## config.mk

```make
export PLATFORM = sky130hd
export DESIGN_NAME = dat_read_seq
export DESIGN_NICKNAME = d
export VERILOG_FILES = /design/src/rtl/sdhci_dat_pkg.sv /design/src/rtl/dat_timeout_cnt.sv /design/src/rtl/dat_read_seq.sv
export SDC_FILE = /design/constraint.sdc
export NUM_CORES = 1
export LEC_CHECK = 0
export ABC_AREA = 1
export BUFFER_PORTS_ARGS = -buffer_cell sky130_fd_sc_hd__buf_2
export CAP_MARGIN = 0
export CELL_PAD_IN_SITES_DETAIL_PLACEMENT = 1
export CELL_PAD_IN_SITES_GLOBAL_PLACEMENT = 2
export CORE_ASPECT_RATIO = 1.25
export CORE_MARGIN = 2
export CORE_UTILIZATION = 27
export CTS_CLUSTER_SIZE = 10
export DETAILED_ROUTE_END_ITERATION = 6
export PLACE_DENSITY = 0.87
export REMOVE_ABC_BUFFERS = 1
export SLEW_MARGIN = 20
export SYNTH_ARGS = -nofsm -noshare
export SYNTH_HDL_FRONTEND = slang
export SYNTH_HIERARCHICAL = 1
export SYNTH_SLANG_ARGS = --single-unit
```

## constraint.sdc

```tcl
create_clock -name clk_i -period 5 [get_ports clk_i]
set_input_delay 0.5 -clock clk_i [delete_from_list [all_inputs] [get_ports clk_i]]
set_output_delay 0.5 -clock clk_i [all_outputs]
set_load 0.05 [all_outputs]
```

## src/rtl/sdhci_dat_pkg.sv

```systemverilog
// sdhci_dat_pkg: shared state and error encodings for the DAT read path
package sdhci_dat_pkg;
  typedef enum logic [2:0] {IDLE, GAP, ISSUE, WAIT_START, RECV} rd_state_e;
  typedef enum logic [1:0] {ERR_NONE, ERR_CRC, ERR_END_BIT, ERR_TIMEOUT} err_code_e;
endpackage

```

## src/rtl/dat_timeout_cnt.sv

```systemverilog
// dat_timeout_cnt: saturating start-bit timeout counter with programmable limit
module dat_timeout_cnt #(
  parameter int Width = 24
) (
  input  logic             clk_i,
  input  logic             rst_i,
  input  logic             clear_i,
  input  logic             en_i,
  input  logic [Width-1:0] limit_i,
  output logic             expired_o
);
  logic [Width-1:0] cnt_q, cnt_d;
  // count enabled cycles since the last clear, holding at all-ones
  always_comb cnt_d = clear_i ? '0 : (en_i && ~&cnt_q) ? cnt_q + Width'(1) : cnt_q;
  // counter register
  always_ff @(posedge clk_i or posedge rst_i) begin
    if (rst_i) cnt_q <= '0;
    else cnt_q <= cnt_d;
  end
  // expiry is judged on the cycle that would reach the limit; widened so a saturated count never wraps into a match
  assign expired_o = en_i && |limit_i && ({1'b0, cnt_q} + (Width+1)'(1)) == {1'b0, limit_i};
endmodule

```

## src/rtl/dat_read_seq.sv

```systemverilog
// dat_read_seq: multi-block SD DAT read sequencer between buffer and datapath
module dat_read_seq
  import sdhci_dat_pkg::*;
#(
  parameter int MaxBlockBitSize = 10,
  parameter int BlockCountWidth = 16,
  parameter int TimeoutWidth    = 24
) (
  input  logic                       clk_i,
  input  logic                       rst_i,
  input  logic                       sd_clk_en_i,
  input  logic                       dat0_i,
  input  logic                       start_i,
  input  logic                       abort_i,
  input  logic [MaxBlockBitSize-1:0] block_size_i,
  input  logic [BlockCountWidth-1:0] block_count_i,
  input  logic [TimeoutWidth-1:0]    timeout_i,
  input  logic                       buf_block_space_i,
  output logic                       rd_start_o,
  output logic                       rd_rst_o,
  input  logic                       rd_data_valid_i,
  input  logic [31:0]                rd_data_i,
  input  logic                       rd_done_i,
  input  logic                       rd_crc_err_i,
  input  logic                       rd_end_bit_err_i,
  output logic                       data_valid_o,
  output logic [31:0]                data_o,
  output logic                       sd_clk_stop_o,
  output logic                       busy_o,
  output logic                       block_done_o,
  output logic                       xfer_done_o,
  output logic                       aborted_o,
  output logic                       err_o,
  output logic [1:0]                 err_code_o,
  output logic [BlockCountWidth-1:0] blocks_done_o
);
  rd_state_e state_q, state_d;
  logic abort_pend_q, abort_pend_d;
  logic [BlockCountWidth-1:0] blocks_q, blocks_d, blocks_inc;
  logic tmo_expired;
  err_code_e err_code;
  logic unused_block_size;
  assign unused_block_size = ^block_size_i;
  dat_timeout_cnt #(.Width(TimeoutWidth)) u_tmo (
    .clk_i     (clk_i),
    .rst_i     (rst_i),
    .clear_i   (state_q == ISSUE),
    .en_i      (state_q == WAIT_START && sd_clk_en_i && dat0_i),
    .limit_i   (timeout_i),
    .expired_o (tmo_expired)
  );
  assign blocks_inc    = blocks_q + BlockCountWidth'(1);
  assign busy_o        = state_q != IDLE;
  assign data_valid_o  = state_q == RECV && rd_data_valid_i;
  assign data_o        = data_valid_o ? rd_data_i : '0;
  assign blocks_done_o = blocks_q;
  assign err_code_o    = err_code;
  // state, pending-abort and block-count registers
  always_ff @(posedge clk_i or posedge rst_i) begin
    if (rst_i) begin
      state_q      <= IDLE;
      abort_pend_q <= 1'b0;
      blocks_q     <= '0;
    end else begin
      state_q      <= state_d;
      abort_pend_q <= abort_pend_d;
      blocks_q     <= blocks_d;
    end
  end
  // next-state and single-cycle pulse outputs
  always_comb begin
    state_d       = state_q;
    abort_pend_d  = abort_pend_q;
    blocks_d      = blocks_q;
    rd_start_o    = 1'b0;
    rd_rst_o      = 1'b0;
    sd_clk_stop_o = 1'b0;
    block_done_o  = 1'b0;
    xfer_done_o   = 1'b0;
    aborted_o     = 1'b0;
    err_o         = 1'b0;
    err_code      = ERR_NONE;
    case (state_q)
      IDLE: if (start_i) begin
        state_d      = GAP;
        blocks_d     = '0;
        abort_pend_d = 1'b0;
      end
      GAP: if (abort_pend_q || abort_i) begin
        state_d     = IDLE;
        xfer_done_o = 1'b1;
        aborted_o   = 1'b1;
      end else if (buf_block_space_i) state_d = ISSUE;
      else sd_clk_stop_o = 1'b1;
      ISSUE: begin
        rd_start_o = 1'b1;
        if (sd_clk_en_i) state_d = WAIT_START;
      end
      WAIT_START: if (abort_i) begin
        state_d     = IDLE;
        rd_rst_o    = 1'b1;
        xfer_done_o = 1'b1;
        aborted_o   = 1'b1;
      end else if (sd_clk_en_i && !dat0_i) state_d = RECV;
      else if (tmo_expired) begin
        state_d  = IDLE;
        rd_rst_o = 1'b1;
        err_o    = 1'b1;
        err_code = ERR_TIMEOUT;
      end
      RECV: begin
        if (abort_i) abort_pend_d = 1'b1;
        if (rd_done_i) begin
          if (rd_crc_err_i || rd_end_bit_err_i) begin
            state_d  = IDLE;
            err_o    = 1'b1;
            err_code = rd_crc_err_i ? ERR_CRC : ERR_END_BIT;
          end else begin
            block_done_o = 1'b1;
            blocks_d     = blocks_inc;
            if (abort_pend_q || abort_i) begin
              state_d     = IDLE;
              xfer_done_o = 1'b1;
              aborted_o   = 1'b1;
            end else if (|block_count_i && blocks_inc == block_count_i) begin
              state_d     = IDLE;
              xfer_done_o = 1'b1;
            end else state_d = GAP;
          end
        end
      end
      default: state_d = IDLE;
    endcase
  end
endmodule
```

==> flow_metrics.tcl <==
set metrics [dict create \
    status "finished, final reports clean" \
    required_ns 4.50 \
    grt_max_degree 34 \
    synth_top_cell_area_share_pct 26.18 \
    critPathLaunchType "flop" \
    grt_pass1_vias 4944 \
    die_h_microns 143.5 \
    row_count 51 \
    io_pins 152 \
    htreeDepth 2 \
    via_count 4879 \
    place_area_sq_mm 0.005129 \
    path_buf_inv 4 \
    cp-startpoint "state_q[0]" \
    r2r_end "state_q[1]" \
    grt_pass1_wl_microns 23780 \
    drv_cap 0 \
    cts_made_buffers 5 \
    yosysWarnings 6 \
    fin_crit_sh_pct 75.01 \
    cts_root_buf "clkbuf_16" \
    die_w_microns 115.6 \
    syn_inst 710 \
    cts.repair.resized 0 \
    slowest_stage "dfrtp_1" \
    ir_worst_vdd_uv 123.5 \
    initial_core_util_pct 27.23 \
    final_area_sq_mm 0.005281 \
    drc 0 \
    arrival_ns 3.25 \
    rrSetupSlack_ns 2.01 \
    diodes 0 \
    postSynth.asyncResetShare_pct 100.0 \
    ys_top_cells_by_area "dfrtp_1 (26%), nand2_1 (18%), inv_1 (12%)" \
    max-slew-margin-rel_pct 30.32 \
    ff2ff_path_depth 19 \
    crit_family "simple AND/OR/NAND/NOR gates" \
    routed_via_density 4.594 \
    cp_common_cell "nor2_1" \
    ys_top_cells_by_count "nand2_1 (199), inv_1 (130), nor2_1 (99)" \
    fin_tns_setup_ns 0 \
    fmax_ghz 0.2666 \
    critPathMaxFanout 4 \
    core_area_sq_mm 0.01544 \
    power.density_mw_per_mm2 212.8 \
    rsz0062_at_grt "false" \
    die-area_sq_mm 0.01660 \
    setup_viol 0 \
    yosys.area.top_type "dfrtp_1" \
    gr-total-overflow 0 \
    endpoint "err_code_o[1]" \
    dp_slack_ns 1.529 \
    cts_sinks 44 \
    dp_hpwl_microns 12210 \
    postCtsHoldBufs 0 \
    synth_enable_flop_cells 0 \
    power_uw 1124 \
    r2r_start "state_q[0]" \
    netlist_area_sq_mm 0.004205 \
    nets 945 \
    fillers 2153 \
    fin_skew_ns 0.005615 \
    postCtsSetupBuffers 0 \
    fin_ws_ns 1.249 \
    tightestPinTransition_ns 1.043 \
    drtIter0Drc 132 \
    crit_cells 18 \
    fin_crit_ns 3.751 \
    cpPeakStageDelay_ns 0.39 \
    clockBufferDepth 2 \
    ys_ff_latch 44 \
    routabilityCongestion 0.7881 \
    cp-end-kind "output port" \
    grtUsageTotal_pct 18.10 \
    io_buffers 141 \
    dr.pass1.iters 4 \
    syn2layout_area_growth_pct 25.59 \
    synth_area_per_cell_sq_um 5.923 \
    ant_nets 0 \
    wl_microns 15040 \
    drive_gt1_share_pct 21.88 \
    wl_per_cell_microns 14.16 \
    yosysMostFrequentCell "nand2_1" \
    antenna_found_initial 0 \
    synth_seq_area_share_pct 26.18 \
    p_leak_uw 0.002897 \
    finish.utilization_pct 34.20 \
    ys_types 37 \
    cts.reportedPaths.clkPinSlew_ns 0.07 \
    ys.flop_type "dfrtp_1" \
    path_class "flop to output port" \
    final-hold-violation-count 0 \
    cts_tree "done" \
    hp-class "input pin to async pin" \
    clock_latency_ns 0.29 \
    cp_cell_sequence "inv_1 > nor2_1 > inv_1 > nor2_1 > inv_1 > nor2_1 > a21boi_0 > nand3_1 > nor2_1 > nand3_1 > nor2_1 > nand2_1 > nor2_1 > nand3_1 > nor2_1 > nand4_1 > o21ai_0 > buf_2" \
    drv_slew 0 \
]
[placed cells by master, fill, tap and decap left out, drive strengths merged]
master / Yosys / layout
xor3: 1 / 1
nand4: 14 / 14
a21boi: 1 / 1
or2: 1 / 1
buf: 6 / 142
xor2: 5 / 5
xnor2: 1 / 1
dfrtp: 44 / 44
nor2: 115 / 115
xnor3: 3 / 3
a31oi: 1 / 1
inv: 136 / 136
clkinv: 1 / 1
ha: 2 / 2
nor3: 4 / 4
o21ai: 25 / 25
clkbuf: 3 / 7
a22o: 1 / 1
a22oi: 1 / 1
nand3: 93 / 93
nor4: 2 / 2
o22ai: 27 / 27
o31ai: 1 / 1
a21oi: 2 / 2
o211ai: 1 / 1
nand3b: 8 / 8
nand2: 211 / 211
[worst min-delay path by stage]
stage / slack, ns / end / start / cells after the start
after global placement: 0.48 / abort_pend_q / abort_pend_q / 2
after floorplan: 0.45 / abort_pend_q / abort_pend_q / 2
after detailed placement: 0.48 / abort_pend_q / abort_pend_q / 2
after global routing: 0.31 / u_tmo/cnt_q[2] / rst_i / 3
final: 0.27 / u_tmo/cnt_q[2] / rst_i / 3
after CTS: 0.28 / u_tmo/cnt_q[2] / rst_i / 3
[cell type report]
class                      count  area [sq um]  share of cell area [%]
sequential                    44          1101                   20.85
inverter                     137         514.2                   9.737
timing repair buffer         142         713.2                   13.50
multi-input combinational    520          2535                   48.00
clock buffer                   7         152.6                   2.890
tap                          212         265.3                   5.022
[flip-flops by register name, summed over array words and instances, names as in the netlist]
name           cells
state_q            3
abort_pend_q       1
blocks_done_o     16
u_tmo/cnt_q       24
[through the flow]
step | cells | hold WS (ns)
floorplan | 701 | 0.4530
global placement | 1055 | 0.4833
detailed placement | 1055 | 0.4827
CTS | 1062 | 0.2849
global route | 1062 | 0.3101
finish | 1062 | 0.2709
[logic make-up after synthesis]
logic type / count (synthesis) / synth area share (%)
and+or+nand+nor: 448 / 47.78
buffers and inverters: 146 / 13.54
AOI/OAI and AO/OA: 60 / 8.480
DFF: 44 / 26.18
xor gates and xnor gates: 10 / 3.421
adders and majority gates: 2 / 0.5950
[where the power goes]
part           switching, uW  internal [uW]
clock                    151            210
combinational            278           96.7
sequential              17.3            371
[layer usage]
layer,wire length [microns],GRT usage [%],vias up
li1,-,-,2518
met1,6088,20.29,2263
met2,8233,35.24,84
met3,498,2.699,14
met4,218,4.323,0
met5,0,0,-
[worst min-delay path, cell delays in order]
cell,delay (ns)
buf_2,0.10
inv_1,0.04
buf_4,0.33
Power figures use the tool's default switching activity.
